File: config.mk
export PLATFORM = sky130hd
export DESIGN_NAME = gf2_poly_mod_reducer
export DESIGN_NICKNAME = d
export VERILOG_FILES = /design/src/rtl/gf2_poly_mod_reducer.sv
export SDC_FILE = /design/constraint.sdc
export NUM_CORES = 2
export LEC_CHECK = 0
export ABC_AREA = 1
export ABC_CLOCK_PERIOD_IN_PS = 46400
export CORE_AREA = 2 2 375 377
export DETAILED_ROUTE_END_ITERATION = 8
export DIE_AREA = 0 0 377 379
export MAX_ROUTING_LAYER = met4
export PLACE_DENSITY = 0.57
export SYNTH_ARGS = -nofsm -noshare
export SYNTH_HDL_FRONTEND = slang
export SYNTH_SLANG_ARGS = --single-unit
File: constraint.sdc
create_clock -name clk -period 46.4 [get_ports clk]
set_input_delay 4.64 -clock clk [delete_from_list [all_inputs] [get_ports clk]]
set_output_delay 4.64 -clock clk [all_outputs]
set_load 0.1 [all_outputs]
File: src/rtl/gf2_poly_mod_reducer.sv
// Bit-serial GF(2)[x] long divider: dividend (2N bits) / (x^N + modpoly) -> quotient, remainder (N bits each).
// Latency N cycles (N/2 when GF2_DIV_DIGIT2_EN is defined); one transaction at a time, no backpressure.
module gf2_poly_mod_reducer #(
    parameter int N = 192
) (
    input  logic             clk,
    input  logic             rst,
    input  logic             start,
    input  logic [2*N-1:0]   dividend,
    input  logic [N-1:0]     modpoly,
    output logic             busy,
    output logic             done,
    output logic [N-1:0]     remainder,
    output logic [N-1:0]     quotient
);

    localparam int CW = $clog2(N + 1);
`ifdef GF2_DIV_DIGIT2_EN
    localparam logic [CW-1:0] STEP     = CW'(2);
    localparam logic [CW-1:0] LAST_CNT = CW'(N - 2);
`else
    localparam logic [CW-1:0] STEP     = CW'(1);
    localparam logic [CW-1:0] LAST_CNT = CW'(N - 1);
`endif

    typedef enum logic [1:0] {
        IDLE = 2'd0,
        RUN  = 2'd1,
        DONE = 2'd2
    } state_t;

    state_t          state_q, state_d;
    logic [N-1:0]    r_q, r_d;
    logic [N-1:0]    s_q, s_d;
    logic [N-1:0]    pm_q;
    logic [N-1:0]    q_q, q_d;
    logic [CW-1:0]   cnt_q;
    logic [N-1:0]    rem_q;
    logic [N-1:0]    quo_q;

    logic            load;
    logic            finish;

    logic            qb1;
    logic [N-1:0]    r1, s1, q1;

    assign load   = start && ((state_q == IDLE) || (state_q == DONE));
    assign finish = (state_q == RUN) && (cnt_q == LAST_CNT);

    // One division step: shift the next dividend bit into R and cancel the x^N term with P.
    always_comb begin
        qb1 = r_q[N-1];
        r1  = {r_q[N-2:0], s_q[N-1]} ^ (pm_q & {N{qb1}});
        s1  = s_q << 1;
        q1  = {q_q[N-2:0], qb1};
    end

`ifdef GF2_DIV_DIGIT2_EN
    logic qb2;

    always_comb begin
        qb2 = r1[N-1];
        r_d = {r1[N-2:0], s1[N-1]} ^ (pm_q & {N{qb2}});
        s_d = s1 << 1;
        q_d = {q1[N-2:0], qb2};
    end
`else
    always_comb begin
        r_d = r1;
        s_d = s1;
        q_d = q1;
    end
`endif

    always_ff @(posedge clk or posedge rst) begin
        if (rst) begin
            state_q <= IDLE;
        end else begin
            state_q <= state_d;
        end
    end

    always_comb begin
        state_d = state_q;
        case (state_q)
            IDLE:    if (start) state_d = RUN;
            RUN:     if (finish) state_d = DONE;
            DONE:    state_d = start ? RUN : IDLE;
            default: state_d = IDLE;
        endcase
    end

    always_comb begin
        busy = (state_q == RUN);
        done = (state_q == DONE);
    end

    // Operands are captured at start so input changes during RUN cannot disturb the division.
    always_ff @(posedge clk or posedge rst) begin
        if (rst) begin
            r_q   <= '0;
            s_q   <= '0;
            pm_q  <= '0;
            q_q   <= '0;
            cnt_q <= '0;
        end else if (load) begin
            r_q   <= dividend[2*N-1:N];
            s_q   <= dividend[N-1:0];
            pm_q  <= modpoly;
            q_q   <= '0;
            cnt_q <= '0;
        end else if (state_q == RUN) begin
            r_q   <= r_d;
            s_q   <= s_d;
            q_q   <= q_d;
            cnt_q <= cnt_q + STEP;
        end
    end

    // Result registers update only on the final step, so partial values are never visible.
    always_ff @(posedge clk or posedge rst) begin
        if (rst) begin
            rem_q <= '0;
            quo_q <= '0;
        end else if (finish) begin
            rem_q <= r_d;
            quo_q <= q_d;
        end
    end

    assign remainder = rem_q;
    assign quotient  = quo_q;

endmodule

==> impl_metrics.yaml <==
pwr:
  clkPwrFrac_pct: 49.2
  switchingPower_mw: 0.475
  ir_drop_mv: 0.0255
  power_density_nw_per_um2: 32.8
  seq_power_share_pct: 47.2
  p_leak_nw: 31.8
  internal_power_mw: 1.67
  switching_share_pct: 22.1
  share_comb_of_total_power_pct: 3.5
placed_design:
  hpwlAfterDp_mm: 117
  routabilityCongestion: 0.891
  dp.cells: 8266
  port_buffers: 964
setup_path:
  r2r_start: "state_q[0]$_DFFE_PP0P_"
  worstSetupStartpointType: "input pin"
  r2r_cells: 9
  cp-end-kind: "flip-flop"
  crit_fanout: 179
  path_cells: "clkdlybuf4s50_1, nand2_4, nand2_4, inv_8, buf_4, buf_4, nor2_1, o21ai_0, nand2_1"
  crit_slowest_cell: "inv_8"
  r2r_end: "r_q[12]$_DFFE_PP0P_"
  arrival_ns: 9.45
  crit_required_ns: 47.03
  worstSetupPathType: "in -> reg"
  path_delay_family: "buffers and inverters"
  cp.buffers_inverters: 4
  setup.worst_path.start: "start"
  slowest_delay_ns: 0.97
  r2r_slack_ns: 41.42
die:
  initial_core_util_pct: 36.1
  dieArea_sq_um: 143000
  fp.dieH_um: 379
  std_cell_rows: 137
  ios: 965
  die_w_um: 377
  coreArea_sq_um: 139000
cts:
  cts_resized: 0
  cts_tree: "done"
  cts_inserted_buffers: 136
  path_clk_slew_ns: 0.05
  clock_latency_ns: 0.76
  cts_setup_buffers: 0
  htreeDepth: 4
  clockRootBuffer: "clkbuf_16"
  cts_max_path_buffers: 3
  cts.sinks: 1161
  ctsHoldBuffers: 0
global_route:
  grt_pass1_wl_mm: 267
  grt_pass1_vias: 42400
  track_usage_pct: 25.1
  grt_overflow: 0
  antenna_found_initial: 58
  grt_max_degree: 184
synthesis:
  synthAdderAreaFrac_pct: 0.0249
  synthDistinctLibCells: 21
  synth-seq-area-share_pct: 57.9
  synth_compound_area_share_pct: 8.23
  synth_xor_area_share_pct: 3.35
  yosys_warnings: 0
  synth_fp_nets: 6466
  synth_top_family_by_area: "simple AND/OR/NAND/NOR gates"
  syn_area_sq_um: 50200
  synth_seq_cells: 1161
  syn_area_per_cell_sq_um: 8.52
  synth_cells: 5886
  synth.area.mux_share_pct: 0
  synth-simple-area-share_pct: 25.2
hold_path:
  hp-start: "quotient[138]$_DFFE_PP0P_"
  min_to: "quotient[138]$_DFFE_PP0P_"
  hp-class: "reg -> reg"
  hold_path_depth: 2
sta:
  tns_ns: 0
  relSlewSlack_pct: 7.67
  post-route-min-period_ns: 8.82
  fin_crit_sh_pct: 19.0
  finalSetupViolCount: 0
  clock.fmax_mhz: 113
  grt_setup_unrepaired: "no"
  worst_pin_slew_ns: 1.38
  fin_worst_skew_ns: 0.0300
  hold_viol: 0
  slew_violations: 0
finish:
  multi_input_comb_area_sq_um: 18500
  finalNonFillerCells: 8554
  register_area_sq_um: 29100
  nNetsFinal: 7177
  fillers: 13500
  drive_gt1_share_pct: 4.17
  post-route-util_pct: 47.0
  syn2layout_area_growth_pct: 30.2
run:
  maxCapViolations: 0
outcome:
  status: "completed"
route:
  drc: 0
  via_count: 43700
  wl_per_cell_um: 21.0
  drt_iter0_drc: 3934
  routed_wl_mm: 179
  ant_nets: 0
  viasPerCell: 5.11
  dr.pass1.iters: 5
==> sequential cells by signal, summed over array words and instances, names as in the netlist <==
register,flops
q_q,191
r_q,192
state_q,2
quotient,192
pm_q,192
remainder,192
cnt_q,8
s_q,192
==> metrics by stage <==
| step | power [mW] | area [sq um] | hold WS, ns | setup WS [ns] |
|---|---|---|---|---|
| final | 2.14 | 65300 | 0.468 | 37.58 |
| after global routing | 2.22 | 65300 | 0.483 | 37.21 |
| after CTS | 2.17 | 65200 | 0.472 | 37.61 |
| after detailed placement | 1.11 | 60800 | 0.458 | 36.83 |
| after global placement | 1.11 | 60800 | 0.454 | 36.93 |
| after floorplan | 1.05 | 50200 | 0.448 | 9.06 |
==> worst min-delay path, stage by stage, from the launching register on <==
cell and delay [ns]:
dfrtp_1 0.34, nand2_1 0.05, nand2_1 0.04
==> worst max-delay path by stage <==
stage,to,slack [ns],cells past startpoint
floorplan,cnt_q[0]$_DFFE_PP0P_,9.06,1
global placement,r_q[161]$_DFFE_PP0P_,36.93,9
detailed placement,r_q[12]$_DFFE_PP0P_,36.83,9
CTS,r_q[12]$_DFFE_PP0P_,37.61,9
global route,r_q[12]$_DFFE_PP0P_,37.21,9
finish,r_q[12]$_DFFE_PP0P_,37.58,9
==> cells in the final DEF (no fill, tap or decap), types with 2 or more instances in the layout <==
cell type / n
a21oi_1: 5
buf_12: 7
buf_4: 50
bufinv_16: 2
clkbuf_1: 27
clkbuf_16: 140
clkbuf_8: 29
clkdlybuf4s50_1: 961
clkinv_16: 3
clkinv_2: 23
clkinv_4: 2
clkinv_8: 4
clkinvlp_4: 3
dfrtp_1: 1160
diode_2: 51
inv_1: 199
inv_6: 3
inv_8: 4
nand2_1: 2129
nand2_4: 3
nand3_1: 4
nand4_1: 385
nor2_1: 583
o21ai_0: 579
o22ai_1: 190
xnor2_1: 191
==> metal layers <==
layer  share of wire [%]  global-route usage (%)  vias to the layer above
li1                    -                       -                    20600
met4                 3.7                    10.1                        0
met1                  42                    31.9                    21500
met3                 7.5                    6.20                      282
met5                   0                       -                        -
met2                  47                    38.2                     1399
==> power groups by stage <==
stage	logic [mW]	clock network (mW)	registers [mW]
2_1_floorplan	0.0148	0	1.03
3_3_place_gp	0.0779	0	1.03
3_5_place_dp	0.0775	0	1.03
4_1_cts	0.0779	1.08	1.01
5_1_grt	0.0818	1.12	1.01
6_report	0.0761	1.06	1.01
==> kinds of logic (layout without fill, tap and decap cells) <==
logic type,count (synthesis),after routing
buffers and inverters,649,1459
AO/OA/AOI/OAI,776,776
XOR/XNOR,192,192
flip-flops,1161,1161
adder cells (fa/ha/maj),1,1
other,0,51
AND/OR/NAND/NOR,3107,3107
==> cells in the mapped netlist <==
library cell	number	area [sq um]
nand2_1	2132	8000
nor2_1	583	2190
dfrtp_1	1161	29100
xnor2_1	191	1670
a31oi_1	1	6.26
inv_2	2	7.51
o21ai_0	579	2900
nor3_2	1	10.0
o22ai_1	190	1190
nor2_2	1	6.26
a22o_1	1	8.76
clkbuf_1	264	991
buf_2	165	826
a21oi_1	5	25.0
ha_1	1	12.5
inv_1	200	751
nand4_1	385	2410
buf_1	16	60.1
xor2_1	1	8.76
clkinv_1	2	7.51
nand3_1	5	25.0
==> area by class of cell <==
type / count / area share, %
clock buffer: 196 / 6.13
antenna: 51 / 0.195
sequential: 1161 / 44.5
tap: 1807 / 3.46
inverter: 204 / 1.22
multi-input combinational: 4076 / 28.3
timing repair buffer: 1018 / 15.5
clock inverter: 41 / 0.638
Note: power is estimated with default switching activity, not from simulation.
